$ cat config.mk
export PLATFORM = sky130hd
export DESIGN_NAME = btn_debounce
export DESIGN_NICKNAME = d
export VERILOG_FILES = /design/src/rtl/btn_debounce_pkg.sv /design/src/rtl/debounce_ch.sv /design/src/rtl/btn_debounce.sv
export SDC_FILE = /design/constraint.sdc
export NUM_CORES = 1
export LEC_CHECK = 0
export CAP_MARGIN = 20
export CORE_ASPECT_RATIO = 1.4
export CORE_MARGIN = 2
export CORE_UTILIZATION = 25
export CTS_CLUSTER_DIAMETER = 150
export CTS_CLUSTER_SIZE = 8
export DETAILED_ROUTE_END_ITERATION = 8
export PLACE_DENSITY_LB_ADDON = 0.08
export SYNTH_ARGS = -nofsm -noshare
export SYNTH_HDL_FRONTEND = slang
export SYNTH_SLANG_ARGS = --single-unit
$ cat constraint.sdc
create_clock -name i_Clk -period 1.8 [get_ports i_Clk]
set_input_delay 0.36 -clock i_Clk [delete_from_list [all_inputs] [get_ports i_Clk]]
set_output_delay 0.36 -clock i_Clk [all_outputs]
set_load 0.02 [all_outputs]
$ cat src/rtl/btn_debounce_pkg.sv
// Shared types and constants for the stopwatch push-button conditioner.
// State encoding, default debounce length and button channel indices.
package btn_debounce_pkg;

    typedef enum logic [1:0] {
        StReleased    = 2'b00,
        StPressWait   = 2'b01,
        StPressed     = 2'b10,
        StReleaseWait = 2'b11
    } btn_state_e;

    // 10 ms at 100 MHz.
    localparam int unsigned StableCntDefault = 1_000_000;
    localparam int unsigned NumBtnDefault    = 3;

    localparam int unsigned BtnStart  = 0;
    localparam int unsigned BtnStop   = 1;
    localparam int unsigned BtnRecord = 2;

endpackage

$ cat src/rtl/debounce_ch.sv
// One button channel: 2-FF synchroniser, four-state debounce FSM and stability counter.
// Levels are active-low; strobes are single-cycle and registered.
module debounce_ch
    import btn_debounce_pkg::*;
#(
    parameter int unsigned STABLE_CNT = StableCntDefault
) (
    input  logic clk_i,
    input  logic rst_i,
    input  logic btn_i,
    output logic btn_o,
    output logic press_o,
    output logic release_o
);

    localparam int unsigned     CNT_W  = $clog2(STABLE_CNT);
    localparam logic [CNT_W-1:0] CntMax = CNT_W'(STABLE_CNT - 1);

    logic             s1_q;
    logic             s2_q;
    btn_state_e       state_q;
    logic [CNT_W-1:0] cnt_q;
    logic             btn_q;
    logic             press_q;
    logic             release_q;

    always_ff @(posedge clk_i) begin
        if (rst_i) begin
            s1_q <= 1'b1;
            s2_q <= 1'b1;
        end else begin
            s1_q <= btn_i;
            s2_q <= s1_q;
        end
    end

    // Counter is cleared on every state change, so it never exceeds CntMax.
    always_ff @(posedge clk_i) begin
        if (rst_i) begin
            state_q   <= StReleased;
            cnt_q     <= '0;
            btn_q     <= 1'b1;
            press_q   <= 1'b0;
            release_q <= 1'b0;
        end else begin
            press_q   <= 1'b0;
            release_q <= 1'b0;
            unique case (state_q)
                StReleased: begin
                    if (!s2_q) begin
                        state_q <= StPressWait;
                        cnt_q   <= '0;
                    end
                end
                StPressWait: begin
                    if (s2_q) begin
                        state_q <= StReleased;
                        cnt_q   <= '0;
                    end else if (cnt_q == CntMax) begin
                        state_q <= StPressed;
                        cnt_q   <= '0;
                        btn_q   <= 1'b0;
                        press_q <= 1'b1;
                    end else begin
                        cnt_q <= cnt_q + 1'b1;
                    end
                end
                StPressed: begin
                    if (s2_q) begin
                        state_q <= StReleaseWait;
                        cnt_q   <= '0;
                    end
                end
                StReleaseWait: begin
                    if (!s2_q) begin
                        state_q <= StPressed;
                        cnt_q   <= '0;
                    end else if (cnt_q == CntMax) begin
                        state_q   <= StReleased;
                        cnt_q     <= '0;
                        btn_q     <= 1'b1;
                        release_q <= 1'b1;
                    end else begin
                        cnt_q <= cnt_q + 1'b1;
                    end
                end
                default: begin
                    state_q <= StReleased;
                    cnt_q   <= '0;
                    btn_q   <= 1'b1;
                end
            endcase
        end
    end

    assign btn_o     = btn_q;
    assign press_o   = press_q;
    assign release_o = release_q;

endmodule

$ cat src/rtl/btn_debounce.sv
// Debounced, synchronised front end for the stopwatch Start/Stop/Record buttons.
// Channels are independent copies of debounce_ch.
module btn_debounce
    import btn_debounce_pkg::*;
#(
    parameter int unsigned NUM_BTN    = NumBtnDefault,
    parameter int unsigned STABLE_CNT = StableCntDefault
) (
    input  logic               i_Clk,
    input  logic               i_Rst,
    input  logic [NUM_BTN-1:0] i_Btn,
    output logic [NUM_BTN-1:0] o_Btn,
    output logic [NUM_BTN-1:0] o_fPress,
    output logic [NUM_BTN-1:0] o_fRelease
);

    for (genvar g = 0; g < NUM_BTN; g++) begin : g_ch
        debounce_ch #(
            .STABLE_CNT(STABLE_CNT)
        ) u_ch (
            .clk_i    (i_Clk),
            .rst_i    (i_Rst),
            .btn_i    (i_Btn[g]),
            .btn_o    (o_Btn[g]),
            .press_o  (o_fPress[g]),
            .release_o(o_fRelease[g])
        );
    end

endmodule

# Yosys cells after proc, flatten, opt, wreduce, memory -nomap -nowiden
# Cells that the tools add are included.
dict set report totals {
  inputBits 5
  ff_bits 81
  output_inout_bits 9
}
dict set report classes {
  bitwise_logic 9
  mux 57
  n_reduce_logical 21
  add_sub_neg 3
  eq_ne 36
}
# op n
set op_table {}
lappend op_table {{2-to-1 mux 20 bit} 15}
lappend op_table {{case mux 20 bit (4 select lines)} 3}
lappend op_table {{adder 20 x 1 -> 20 bit, second input constant} 3}
lappend op_table {{equality test 20 bit, second input constant} 3}
lappend op_table {{2-to-1 mux 2 bit} 18}
lappend op_table {{!= test 2 x 1 -> 1 bit, second input constant} 12}
lappend op_table {{case mux 2 bit (4 select lines)} 3}
lappend op_table {{OR reduction 3 bit} 6}
lappend op_table {{2-to-1 mux 1 bit} 15}
lappend op_table {{AND reduction 5 bit} 3}
lappend op_table {{equality test 2 bit, second input constant} 6}
lappend op_table {{!= test 2 bit, second input constant} 6}
lappend op_table {{AND reduction 4 bit} 3}
lappend op_table {{!= test 3 x 1 -> 1 bit, second input constant} 3}
lappend op_table {{!= test 3 bit, second input constant} 3}
lappend op_table {{NOT 1 bit} 9}
lappend op_table {{equality test 2 x 1 -> 1 bit, second input constant} 3}
lappend op_table {{zero test 2 bit} 3}
lappend op_table {{case mux 1 bit (2 select lines)} 3}
lappend op_table {{AND reduction 2 bit} 3}
lappend op_table {{nonzero test 2 bit} 3}

# Longest topological paths before layout
dict set report logic_depth {
  ltp_word 4
  ltp_mapped 8
  depth_no_buf 6
}

# By module
# A second synthesis with hierarchy kept.
dict set report hier_totals {
  hier_cells 467
  area_unflattened_um2 4000.1
}
# mod area_per_inst_um2 instances seq_area_each_um2 cells_per_inst
set by_module_without_submodules {}
lappend by_module_without_submodules {{debounce_ch (g_ch[0].u_ch ...)} 1321.3 2 540.5 153}
lappend by_module_without_submodules {{debounce_ch (g_ch[2].u_ch)} 1357.6 1 540.5 161}

# Least setup slack after synthesis
# Ideal clock, no wire load.
dict set report synth_path {
  path_kind {register to register}
  start {reg g_ch[1].u_ch.cnt_q[0]}
  end {reg g_ch[1].u_ch.cnt_q[4]}
  stages_incl_launch_ff 8
  slack_ns -0.068
  arrival_time_ns 1.751
  n_path_buf 1
  period_less_slack_ns 1.868
  path_cell_list {dfxtp_1 > ha_1 > nand3_2 > nor4_4 > a211oi_2 > buf_6 > a21o_1 > a22o_1}
}
dict set report synth_between {
  elab_chain_len 4
  word_cells_on_any_way 6
}
# item line
set synth_rtl {}
lappend synth_rtl {{start: declaration} debounce_ch.sv:22} ;# logic [CNT_W-1:0] cnt_q;
lappend synth_rtl {{start signal: assignment} debounce_ch.sv:65} ;# cnt_q <= cnt_q + 1'b1;
lappend synth_rtl {{start signal: assignment} debounce_ch.sv:84} ;# cnt_q <= cnt_q + 1'b1;
lappend synth_rtl {{adder 20 x 1 -> 20 bit / equality test 20 bit (equally long branches)} n/a}
lappend synth_rtl {{2-to-1 mux 20 bit (*)} {debounce_ch.sv:59, debounce_ch.sv:78}}
lappend synth_rtl {{2-to-1 mux 20 bit (on tied branches)} {debounce_ch.sv:75, debounce_ch.sv:56}}
lappend synth_rtl {{case mux 20 bit (4 select lines) (*)} debounce_ch.sv:48} ;# unique case (state_q)
# Mark *: on every way between the ends. The rest lies on a longest branch, timed or not.
# A chain may end at the register's enable or synchronous reset.

# Worst setup path in the final report
dict set report layout_path {
  start {reg g_ch[1].u_ch.cnt_q[12]}
  end {reg g_ch[1].u_ch.cnt_q[8]}
}
dict set report layout_between {
  elab_chain_len 4
  word_cells_on_any_way 5
}
# item line
set layout_rtl {}
lappend layout_rtl {{equality test 20 bit (*)} {debounce_ch.sv:59, debounce_ch.sv:78}}
lappend layout_rtl {{2-to-1 mux 20 bit (*)} {debounce_ch.sv:59, debounce_ch.sv:78}}
lappend layout_rtl {{2-to-1 mux 20 bit (on tied branches)} {debounce_ch.sv:75, debounce_ch.sv:56}}
lappend layout_rtl {{case mux 20 bit (4 select lines) (*)} debounce_ch.sv:48}
# Marked as above.

==> out/results.ini <==
[floorplanning]
fp.dieH_um = 153.0
row_count = 54
die_w_um = 110.4
initial_core_util_pct = 25.50
coreArea_um2 = 15540
ioPinCount = 14
design.die.area_um2 = 16890

[routing]
wirelength_um = 10320
vias = 3677
routedWlPerCell_um = 13.65
via_per_inst = 4.864
firstDrtPassIters = 4
drc = 0
ant_nets = 0
drt_iter0_markers = 110

[run]
maxCapViolCount = 0

[critical_path]
critPathArrivalTime_ps = 2000
critical_path.reg2reg.endpoint = g_ch[1].u_ch.cnt_q[8]
worst_setup_path_start = g_ch[1].u_ch.cnt_q[12]
timing.critical_path.to = g_ch[1].u_ch.cnt_q[8]
critPathRequiredTime_ps = 2010
regToRegSetupSlack_ps = 4
worstSetupPathType = reg -> reg
timing.critical_path.from_type = flop
sort_of_element_at_the_end_of_the_critical_path = flop
worst-path-max-fanout = 5
reg2reg_from = g_ch[1].u_ch.cnt_q[12]
reg2reg_depth = 7

[sta]
max_freq_mhz = 556.9
slew_headroom_pct = 75.76
setup_viol_count_final = 0
timing.clock.skew_ps = 8.256
layout_worst_path_cycle_share_pct = 99.76
postLayoutSetupSlackWorst_ps = 4.238
tightestPinTransition_ps = 362.3
period_minus_slack_ps = 1796
finalHoldViolations = 0
timing_max_transition_violations_final = 0
setup_repair_after_global_routing_missed_its_margin = yes
whs_ps = 409.5

[grt]
globalRouteTotalUtil_pct = 12.46
first_global_vias = 3639
overflow = 0
grt_pass1_wl_um = 17480
grt_max_degree = 30
grt_antenna_before_repair = 0

[placed_design]
placedInstanceArea_um2 = 4803
dpl_worst_slack_ps = -178.1
io_buf_count = 13
hpwl_um = 7623
gp_congestion = 0.7474

[cells_and_area]
area.growth.synth_to_final_pct = 35.18
filler_cell_count = 1642
final_design_area_no_fill_um2 = 5356
utilization_pct = 34.47
antenna_cells = 0
drive_gt1_share_pct = 27.32
final_cell_mix = sky130_fd_sc_hd__dfxtp_1, sky130_fd_sc_hd__buf_4, sky130_fd_sc_hd__nand2_1
nNetsFinal = 563

[yosys]
ys.flop_type = sky130_fd_sc_hd__dfxtp_1
synth_enable_flop_cells = 0
mappedNetlistArea_um2 = 3963
sequential_to_total_area_share_from_yosys_stat_pct = 40.92
synth_fp_nets = 485
synthesis.instances = 477
postSynthRegisterBits = 81
synth.lib_cells_used.distinct = 55
ys_warn_count = 0
syn_area_per_cell_um2 = 8.307
async_set_reset_flop_share_out_of_synthesis_pct = 0

[run_status]
status = completed

[cts]
cts-root-buf = sky130_fd_sc_hd__clkbuf_16
cts.clk_slew.worst_paths_ps = 70
h_tree_depth = 3
clk_buf_depth = 2
holdBufCountCts = 0
numCtsBuffers = 9
tritoncts = yes
worst_skew_pair.late_latency_ps = 330
cts_num_sinks = 81

[power_and_ir_drop]
p_leak_nw = 1.923
switching_share_pct = 22.49
internal-power_mw = 3.120
power.switching_mw = 0.9055
power.share.combinational_pct = 4.4
clock_power_share_pct = 50.5
power-per-cell-area_nw_per_um2 = 751.6
peakVddDrop_mv = 0.4744
power.sequential.fraction_pct = 45.1

[worst_hold_path]
worst_hold_startpoint = g_ch[1].u_ch.s1_q
hp-class = reg -> reg

==> per-layer routing <==
layer	part of all wire, %	vias up	GRT usage (%)
met5	0	-	0
met4	1.5	0	4.286
met3	2.3	12	2.022
met2	52	45	22.09
met1	45	1714	15.26
li1	-	1906	-
==> registers in the layout (all words and copies together) (netlist names), named ones only <==
signal and count:
g_ch.u_ch.btn_o 3, g_ch.u_ch.cnt_q 60, g_ch.u_ch.press_o 3, g_ch.u_ch.release_o 3, g_ch.u_ch.s1_q 3, g_ch.u_ch.s2_q 3, g_ch.u_ch.state_q 3
==> worst max-delay path: stages (launching register included) <==
cell	delay [ps]
sky130_fd_sc_hd__dfxtp_2	320
sky130_fd_sc_hd__or3_4	400
sky130_fd_sc_hd__nor4_4	330
sky130_fd_sc_hd__a211oi_2	130
sky130_fd_sc_hd__buf_6	160
sky130_fd_sc_hd__buf_12	120
sky130_fd_sc_hd__or2b_1	140
sky130_fd_sc_hd__a31oi_1	70
==> area by class of cell <==
class | count | area, um2 | share of cell area [%]
multi-input cells | 362 | 2321 | 43.33
well taps | 196 | 245.2 | 4.578
flip-flops and latches | 81 | 1632 | 30.46
inverters | 7 | 26.28 | 0.4905
repair buffers | 94 | 805.8 | 15.04
clock buffers | 9 | 225.2 | 4.205
clock inverters | 7 | 101.3 | 1.892
==> power groups by stage <==
| stage | sequential, mW | clock (mW) | combinational, mW |
|---|---|---|---|
| finish | 1.82 | 2.03 | 0.176 |
| global route | 1.82 | 2.17 | 0.195 |
| CTS | 1.82 | 2.09 | 0.174 |
| detailed placement | 1.86 | 0 | 0.174 |
| global placement | 1.86 | 0 | 0.173 |
| floorplan | 1.86 | 0 | 0.0777 |
==> Yosys cell counts, drive strengths merged (2+ instances only) <==
library cell / instances / area share [%]
a211oi: 3 / 0.69
a31oi: 25 / 3.9
buf: 18 / 3.1
nand3: 36 / 4.7
a21o: 3 / 0.57
o31ai: 2 / 0.38
xor2: 3 / 0.66
and3: 11 / 1.7
a22oi: 2 / 0.38
nand2: 54 / 5.1
a21oi: 43 / 5.5
nand4: 13 / 2.1
dfxtp: 81 / 41
and2: 2 / 0.32
or4: 2 / 0.38
or2: 11 / 1.7
nor3: 18 / 2.4
xnor2: 10 / 2.4
and4b: 2 / 0.51
nor2: 37 / 3.5
o21ai: 18 / 2.3
mux2i: 11 / 2.8
ha: 3 / 0.95
or2b: 3 / 0.57
nand2b: 3 / 0.47
or3: 4 / 0.76
nor4: 5 / 1.3
o211ai: 5 / 0.95
and4: 7 / 1.5
nor4bb: 2 / 0.51
a22o: 11 / 2.4
a32oi: 2 / 0.44
clkbuf: 9 / 0.88
inv: 7 / 0.66
nand3b: 2 / 0.38
==> through the flow <==
| stage | setup TNS (ps) | total power, mW | cells |
|---|---|---|---|
| floorplan | -15.72 | 1.934 | 477 |
| global placement | -2820 | 2.031 | 735 |
| detailed placement | -3346 | 2.031 | 735 |
| CTS | 0 | 4.085 | 751 |
| global route | -959.7 | 4.186 | 756 |
| finish | 0 | 4.026 | 756 |
==> cell families after synthesis <==
family	after synthesis	synth area share [%]
mux	11	2.779
compound gates	119	18.66
simple gates	216	28.95
buf+inv	34	4.673
fa+ha+maj	3	0.9474
xor+xnor	13	3.063
flops	81	40.92
==> worst min-delay path by stage <==
stage                     depth (start not counted)                 to
after CTS                                         1  g_ch[1].u_ch.s2_q
after global routing                              1  g_ch[0].u_ch.s2_q
after global placement                            1  g_ch[1].u_ch.s2_q
after floorplan                                   1  g_ch[0].u_ch.s2_q
after detailed placement                          1  g_ch[1].u_ch.s2_q
final                                             1  g_ch[1].u_ch.s2_q
==> timing repair <==
action	in CTS	in global routing
endpoints found under the setup margin	18	39
cloned	0	1
setup buffers	0	4
endpoints found under the hold margin	0	0
pin swaps	1	10
resized for setup	7	36
Note: power is estimated with default switching activity, not from simulation.
